## src/rtl/pll_reset_seq.sv

```systemverilog
// PLL lock qualification and downstream reset sequencer (WAIT -> FILTER -> HOLD -> RUN).
// Define PLL_RESET_SEQ_LOSS_COUNT_EN to build the saturating loss counter; otherwise lost_count reads 0.
module pll_reset_seq #(
  parameter int unsigned LOCK_FILTER = 16,
  parameter int unsigned HOLD_CYCLES = 1024
) (
  input  logic       clk,
  input  logic       reset,
  input  logic       locked,
  input  logic       clr_lost,
  output logic       rst_out,
  output logic       ready,
  output logic       lost_flag,
  output logic [7:0] lost_count
);

  typedef enum logic [1:0] {
    WAIT   = 2'd0,
    FILTER = 2'd1,
    HOLD   = 2'd2,
    RUN    = 2'd3
  } state_t;

  localparam logic [15:0] FILTER_LAST = 16'(LOCK_FILTER - 1);
  localparam logic [15:0] HOLD_LAST   = 16'(HOLD_CYCLES - 1);

  logic        sync_q1;
  logic        lock_s;
  state_t      state;
  state_t      next_state;
  logic [15:0] cnt;
  logic [15:0] next_cnt;
  logic        loss_event;

  // locked comes from the PLL domain, so it is retimed before any decision uses it.
  always_ff @(posedge clk) begin
    if (reset) begin
      sync_q1 <= 1'b0;
      lock_s  <= 1'b0;
    end else begin
      sync_q1 <= locked;
      lock_s  <= sync_q1;
    end
  end

  always_comb begin
    next_state = state;
    next_cnt   = cnt;
    loss_event = 1'b0;
    case (state)
      WAIT: begin
        next_cnt = 16'd0;
        if (lock_s) next_state = FILTER;
      end
      FILTER: begin
        if (!lock_s) begin
          next_state = WAIT;
          next_cnt   = 16'd0;
        end else if (cnt == FILTER_LAST) begin
          next_state = HOLD;
          next_cnt   = 16'd0;
        end else begin
          next_cnt = cnt + 16'd1;
        end
      end
      HOLD: begin
        if (!lock_s) begin
          next_state = WAIT;
          next_cnt   = 16'd0;
        end else if (cnt == HOLD_LAST) begin
          next_state = RUN;
          next_cnt   = 16'd0;
        end else begin
          next_cnt = cnt + 16'd1;
        end
      end
      RUN: begin
        next_cnt = 16'd0;
        if (!lock_s) begin
          next_state = WAIT;
          loss_event = 1'b1;
        end
      end
      default: begin
        next_state = WAIT;
        next_cnt   = 16'd0;
      end
    endcase
  end

  // Outputs are decoded from next_state so they flip on the same edge as RUN entry/exit.
  always_ff @(posedge clk) begin
    if (reset) begin
      state   <= WAIT;
      cnt     <= 16'd0;
      rst_out <= 1'b1;
      ready   <= 1'b0;
    end else begin
      state   <= next_state;
      cnt     <= next_cnt;
      rst_out <= (next_state != RUN);
      ready   <= (next_state == RUN);
    end
  end

  // A loss on the same edge as clr_lost takes priority over the clear.
  always_ff @(posedge clk) begin
    if (reset) begin
      lost_flag <= 1'b0;
    end else if (loss_event) begin
      lost_flag <= 1'b1;
    end else if (clr_lost) begin
      lost_flag <= 1'b0;
    end
  end

`ifdef PLL_RESET_SEQ_LOSS_COUNT_EN
  always_ff @(posedge clk) begin
    if (reset) begin
      lost_count <= 8'd0;
    end else if (loss_event) begin
      if (clr_lost) begin
        lost_count <= 8'd1;
      end else if (lost_count != 8'hFF) begin
        lost_count <= lost_count + 8'd1;
      end
    end else if (clr_lost) begin
      lost_count <= 8'd0;
    end
  end
`else
  assign lost_count = 8'd0;
`endif

endmodule

```

## config.mk

```make
export PLATFORM = sky130hd
export DESIGN_NAME = pll_reset_seq
export DESIGN_NICKNAME = d
export VERILOG_FILES = /design/src/rtl/pll_reset_seq.sv
export SDC_FILE = /design/constraint.sdc
export NUM_CORES = 1
export LEC_CHECK = 0
export ABC_AREA = 1
export CAP_MARGIN = 25
export CORE_ASPECT_RATIO = 0.9
export CORE_UTILIZATION = 50
export CTS_CLUSTER_DIAMETER = 200
export DETAILED_ROUTE_END_ITERATION = 6
export GPL_TIMING_DRIVEN = 0
export PLACE_DENSITY = 0.72
export SYNTH_ARGS = -nofsm -noshare
export SYNTH_HDL_FRONTEND = slang
export SYNTH_SLANG_ARGS = --single-unit
```

## constraint.sdc

```tcl
create_clock -name clk -period 1.7 [get_ports clk]
set_input_delay 0.17 -clock clk [delete_from_list [all_inputs] [get_ports clk]]
set_output_delay 0.17 -clock clk [all_outputs]
set_load 0.005 [all_outputs]
```

Word-level counts from Yosys, hierarchy flattened. Cells that the tools add are included.

Flip-flop bits (word level): 23. Bits of input ports: 4. Output and inout port bits: 11. Word-level logic and storage cells: 34.

Add/subtract/negate cells: 1. Equality and inequality tests: 7. Muxes and demuxes: 16. Reduce and logical (&&, ||, !) cells: 3.

Operators with widths (number): 16-bit two-way mux (4); 16-bit case mux with 3 select lines (1); 16-bit by 1-bit adder with 16-bit output (second input constant) (1); 16-bit by 10-bit == test with 1-bit output (second input constant) (1); 16-bit by 4-bit == test with 1-bit output (second input constant) (1); 2-bit two-way mux (6); 2-bit case mux with 4 select lines (1); 2-bit == test (second input constant) (3); 1-bit two-way mux (4); 2-bit by 1-bit == test with 1-bit output (second input constant) (1); 2-bit zero test (1); 2-bit != test (second input constant) (1); 2-bit nonzero test (1); 2-bit OR reduction (1).

Logic depth before layout (Yosys ltp).
Depth in word-level cells: 5. Gate-level depth with buffers: 10. Depth with buffers taken out: 10.

Worst setup path before layout. No wires, ideal clock.

Path kind: register to register. Start point: reg cnt[0]. End point: reg cnt[2]. Library setup time: 116 ps. Arrival: 1243 ps. Data required time: 1584 ps. Path slack: 341 ps. Stages on the path, launching flop included: 10. Path buffers: 1. Clock period less this slack: 1359 ps. Path through: dfxtp_1 ha_1 nand3_2 nor2_2 nand2_1 nand2_1 nand2_2 nand2_4 buf_6 nor2_1.

Cells in the longest elaborated chain, start to end: 4. Elaborated cells between the ends (all ways): 8. Those cells by class: 1 x add/sub; 2 x eq/ne; 5 x mux.

Ends and longest elaborated chain: from (decl) (RTL line 31) `logic [15:0] cnt;`; from (signal assigned) (RTL line 100) `cnt <= next_cnt;`; 16-bit by 1-bit adder with 16-bit output, or another cell as far along (RTL line 63, 74); 16-bit two-way mux (on tied branches) (RTL line 70, 59); 16-bit two-way mux (on tied branches) (RTL line 67, 56); 16-bit case mux with 3 select lines * (RTL line 50) `case (state)`.

Mark *: on every way between the ends. The rest lies on a longest branch, timed or not. A chain may end at the register's enable or synchronous reset.

Worst setup path in the final report.
Start point: reg cnt[1]. End point: reg cnt[5].

Same word-level chain as after synthesis.

==> impl_metrics.env <==
export IMPL_antenna_found_initial=0
export IMPL_final_cell_area_sq_um=1246
export IMPL_n_antenna_cell=0
export IMPL_path_clk_slew_ns=0.13
export IMPL_rows=15
export IMPL_most_common_layout_cells="36 x nor2_1, 31 x nand2_1, 23 x dfxtp_1"
export IMPL_synthTopCellsByArea="dfxtp_1 42%, nor2_1 12%, nand2_1 11%, buf_4 5.5%, inv_1 5.1%"
export IMPL_track_usage_pct=18.90
export IMPL_postCtsSetupBuffers=0
export IMPL_critPathMaxFanout=10
export IMPL_grt_pass1_vias=789
export IMPL_rsz0062_at_grt="no"
export IMPL_cts_tree="done"
export IMPL_path_class="flip-flop to flip-flop"
export IMPL_cts_sinks=23
export IMPL_ant_nets=0
export IMPL_grt_first_pass_wirelength_um=3208
export IMPL_postCtsHoldBufs=0
export IMPL_num_vias=870
export IMPL_final_cell_count_no_fill=192
export IMPL_synth_top_cell_by_area="dfxtp_1"
export IMPL_ys_warn_count=0
export IMPL_grt_max_degree=14
export IMPL_ys_types=22
export IMPL_nFillCells=196
export IMPL_power_density_nw_per_um2=666.5
export IMPL_setup_tns_ns=0
export IMPL_wire_per_inst_um=9.917
export IMPL_layout_commonest_cell="nor2_1"
export IMPL_drive_above_1_share_pct=12.57
export IMPL_die_area_sq_um=2394
export IMPL_netlist_instances=150
export IMPL_io_buffers=6
export IMPL_status="finished, final reports clean"
export IMPL_hp_class="input port to flip-flop"
export IMPL_dpl_hpwl_um=1481
export IMPL_cp_arrival_ns=1.77
export IMPL_core_area_sq_um=1989
export IMPL_netlist_area_sq_um=1101
export IMPL_multi_input_area_sq_um=539.3
export IMPL_cts_buffers_inserted=3
export IMPL_grt_ovfl_total=0
export IMPL_area_sequential_sq_um=460.4
export IMPL_die_x_um=51.47
export IMPL_drt_total_wl_um=1904
export IMPL_syn_area_per_cell_sq_um=7.340
export IMPL_drt_first_pass_iters=4
export IMPL_yosysSeqAreaShare_pct=41.82
export IMPL_cts_max_level=1
export IMPL_dp_cells=188
export IMPL_hold_viol=0
export IMPL_final_min_clock_period_ns=1.562
export IMPL_area_delta_synth_final_pct=13.18
export IMPL_drv_cap=0
export IMPL_ys_ff_latch=23
export IMPL_pin_count=15
export IMPL_gp_congestion=0.7380
export IMPL_period_share_pct=91.90
export IMPL_dpl_cell_area_sq_um=1219
export IMPL_final_max_slew_violation_count=0
export IMPL_drcViolationCount=0
export IMPL_cellLeakagePower_nw=0.5350
export IMPL_required_ns=1.91
export IMPL_viasPerCell=4.531
export IMPL_worstSkewPairLatency_ns=0.32
export IMPL_start_util_pct=55.35
export IMPL_startpoint_type="flip-flop"
export IMPL_finalNetCount=173
export IMPL_clockBufferDepth=2
export IMPL_die_h_um=46.52
export IMPL_synth_top_area_share_pct=41.82
export IMPL_max_freq_mhz=640.0
export IMPL_final_setup_viol_count=0
export IMPL_clock_root_buffer="clkbuf_4"
export IMPL_cts_resized_gates=0
export IMPL_peakVddDrop_mv=0.4278
export IMPL_endpoint_kind="flip-flop"
export IMPL_fin_skew_ns=0.01615
export IMPL_drt_initial_drc_count=21
[stage by stage]
| step | setup WS [ns] | total power, W | hold slack, ns | util (%) |
|---|---|---|---|---|
| 3_5_place_dp | 0.1604 | 0.0005906 | 0.3920 | 61.26 |
| 3_3_place_gp | 0.1890 | 0.0005897 | 0.3899 | 61.26 |
| 6_report | 0.1376 | 0.0008306 | 0.3463 | 62.64 |
| 2_1_floorplan | 0.3415 | 0.0005802 | 0.2391 | - |
| 4_1_cts | 0.1425 | 0.0008353 | 0.3502 | 62.64 |
| 5_1_grt | 0.02358 | 0.0008697 | 0.3482 | 62.64 |
[layout make-up]
type,count,share of cell area [%]
Buffer,9,5.723
Clock buffer,3,1.807
Clock inverter,1,0.4016
Inverter,15,4.518
Multi-Input combinational cell,110,43.27
Sequential cell,23,36.95
Tap cell,25,2.510
Timing Repair Buffer,6,4.819
[synthesized netlist by cell type]
| library cell | n |
|---|---|
| nor3_1 | 1 |
| a31oi_1 | 1 |
| nor2_4 | 1 |
| nand2_2 | 2 |
| nor2_2 | 3 |
| xnor2_1 | 5 |
| nand2_4 | 1 |
| a21oi_1 | 2 |
| ha_1 | 1 |
| nand4_1 | 3 |
| nand3_2 | 1 |
| inv_1 | 15 |
| buf_6 | 1 |
| nand3b_1 | 1 |
| dfxtp_1 | 23 |
| nand2_1 | 31 |
| xor2_1 | 6 |
| nand3_1 | 6 |
| conb_1 | 1 |
| o21bai_1 | 1 |
| buf_4 | 8 |
| nor2_1 | 36 |
[cells by family after synthesis]
family | synth area share [%]
buffers and inverters | 11.59
flip-flops | 41.82
AND/OR/NAND/NOR | 34.20
other | 0.3406
adder cells (fa/ha/maj) | 1.136
AO/OA/AOI/OAI | 2.160
XOR/XNOR | 8.750
[final timing paths]
path                      start  slack, ns  cells past startpoint                 end
max reg2reg   cnt[1]$_SDFF_PP0_       0.14                      9   cnt[5]$_SDFF_PP0_
max           cnt[1]$_SDFF_PP0_       0.14                      9   cnt[5]$_SDFF_PP0_
min                      locked       0.35                      3  sync_q1$_SDFF_PP0_
min reg2reg  sync_q1$_SDFF_PP0_       0.41                      2   lock_s$_SDFF_PP0_
[where the power goes]
group	switching (W)	leakage [nW]	total, W	internal [W]
logic	0.0000147	0.332	0.0000351	0.0000203
registers	0.00000226	0.186	0.000544	0.000542
clock network	0.000163	0.0177	0.000251	0.0000880
[routing by layer]
layer	vias to the layer above	GRT usage [%]	share of wire, %
met2	17	32.99	46
met5	-	0	0
met1	376	22.66	49
met4	0	11.35	2.2
li1	473	-	-
met3	4	1.980	2.8
[worst max-delay path, cell delays in order (launching register included)]
cell and delay (ns):
dfxtp_1 0.37, ha_1 0.20, nand3_2 0.15, nor2_2 0.17, nand2_1 0.07, nand2_1 0.09, nand2_2 0.10, nand2_4 0.10
buf_6 0.14, nor2_1 0.05
[sequential cells by signal, summed over array words and instances, names as in the netlist]
name       flops
cnt           16
lock_s         1
lost_flag      1
ready          1
rst_out        1
state          2
sync_q1        1
No activity file was read; power rests on OpenSTA's default activity.
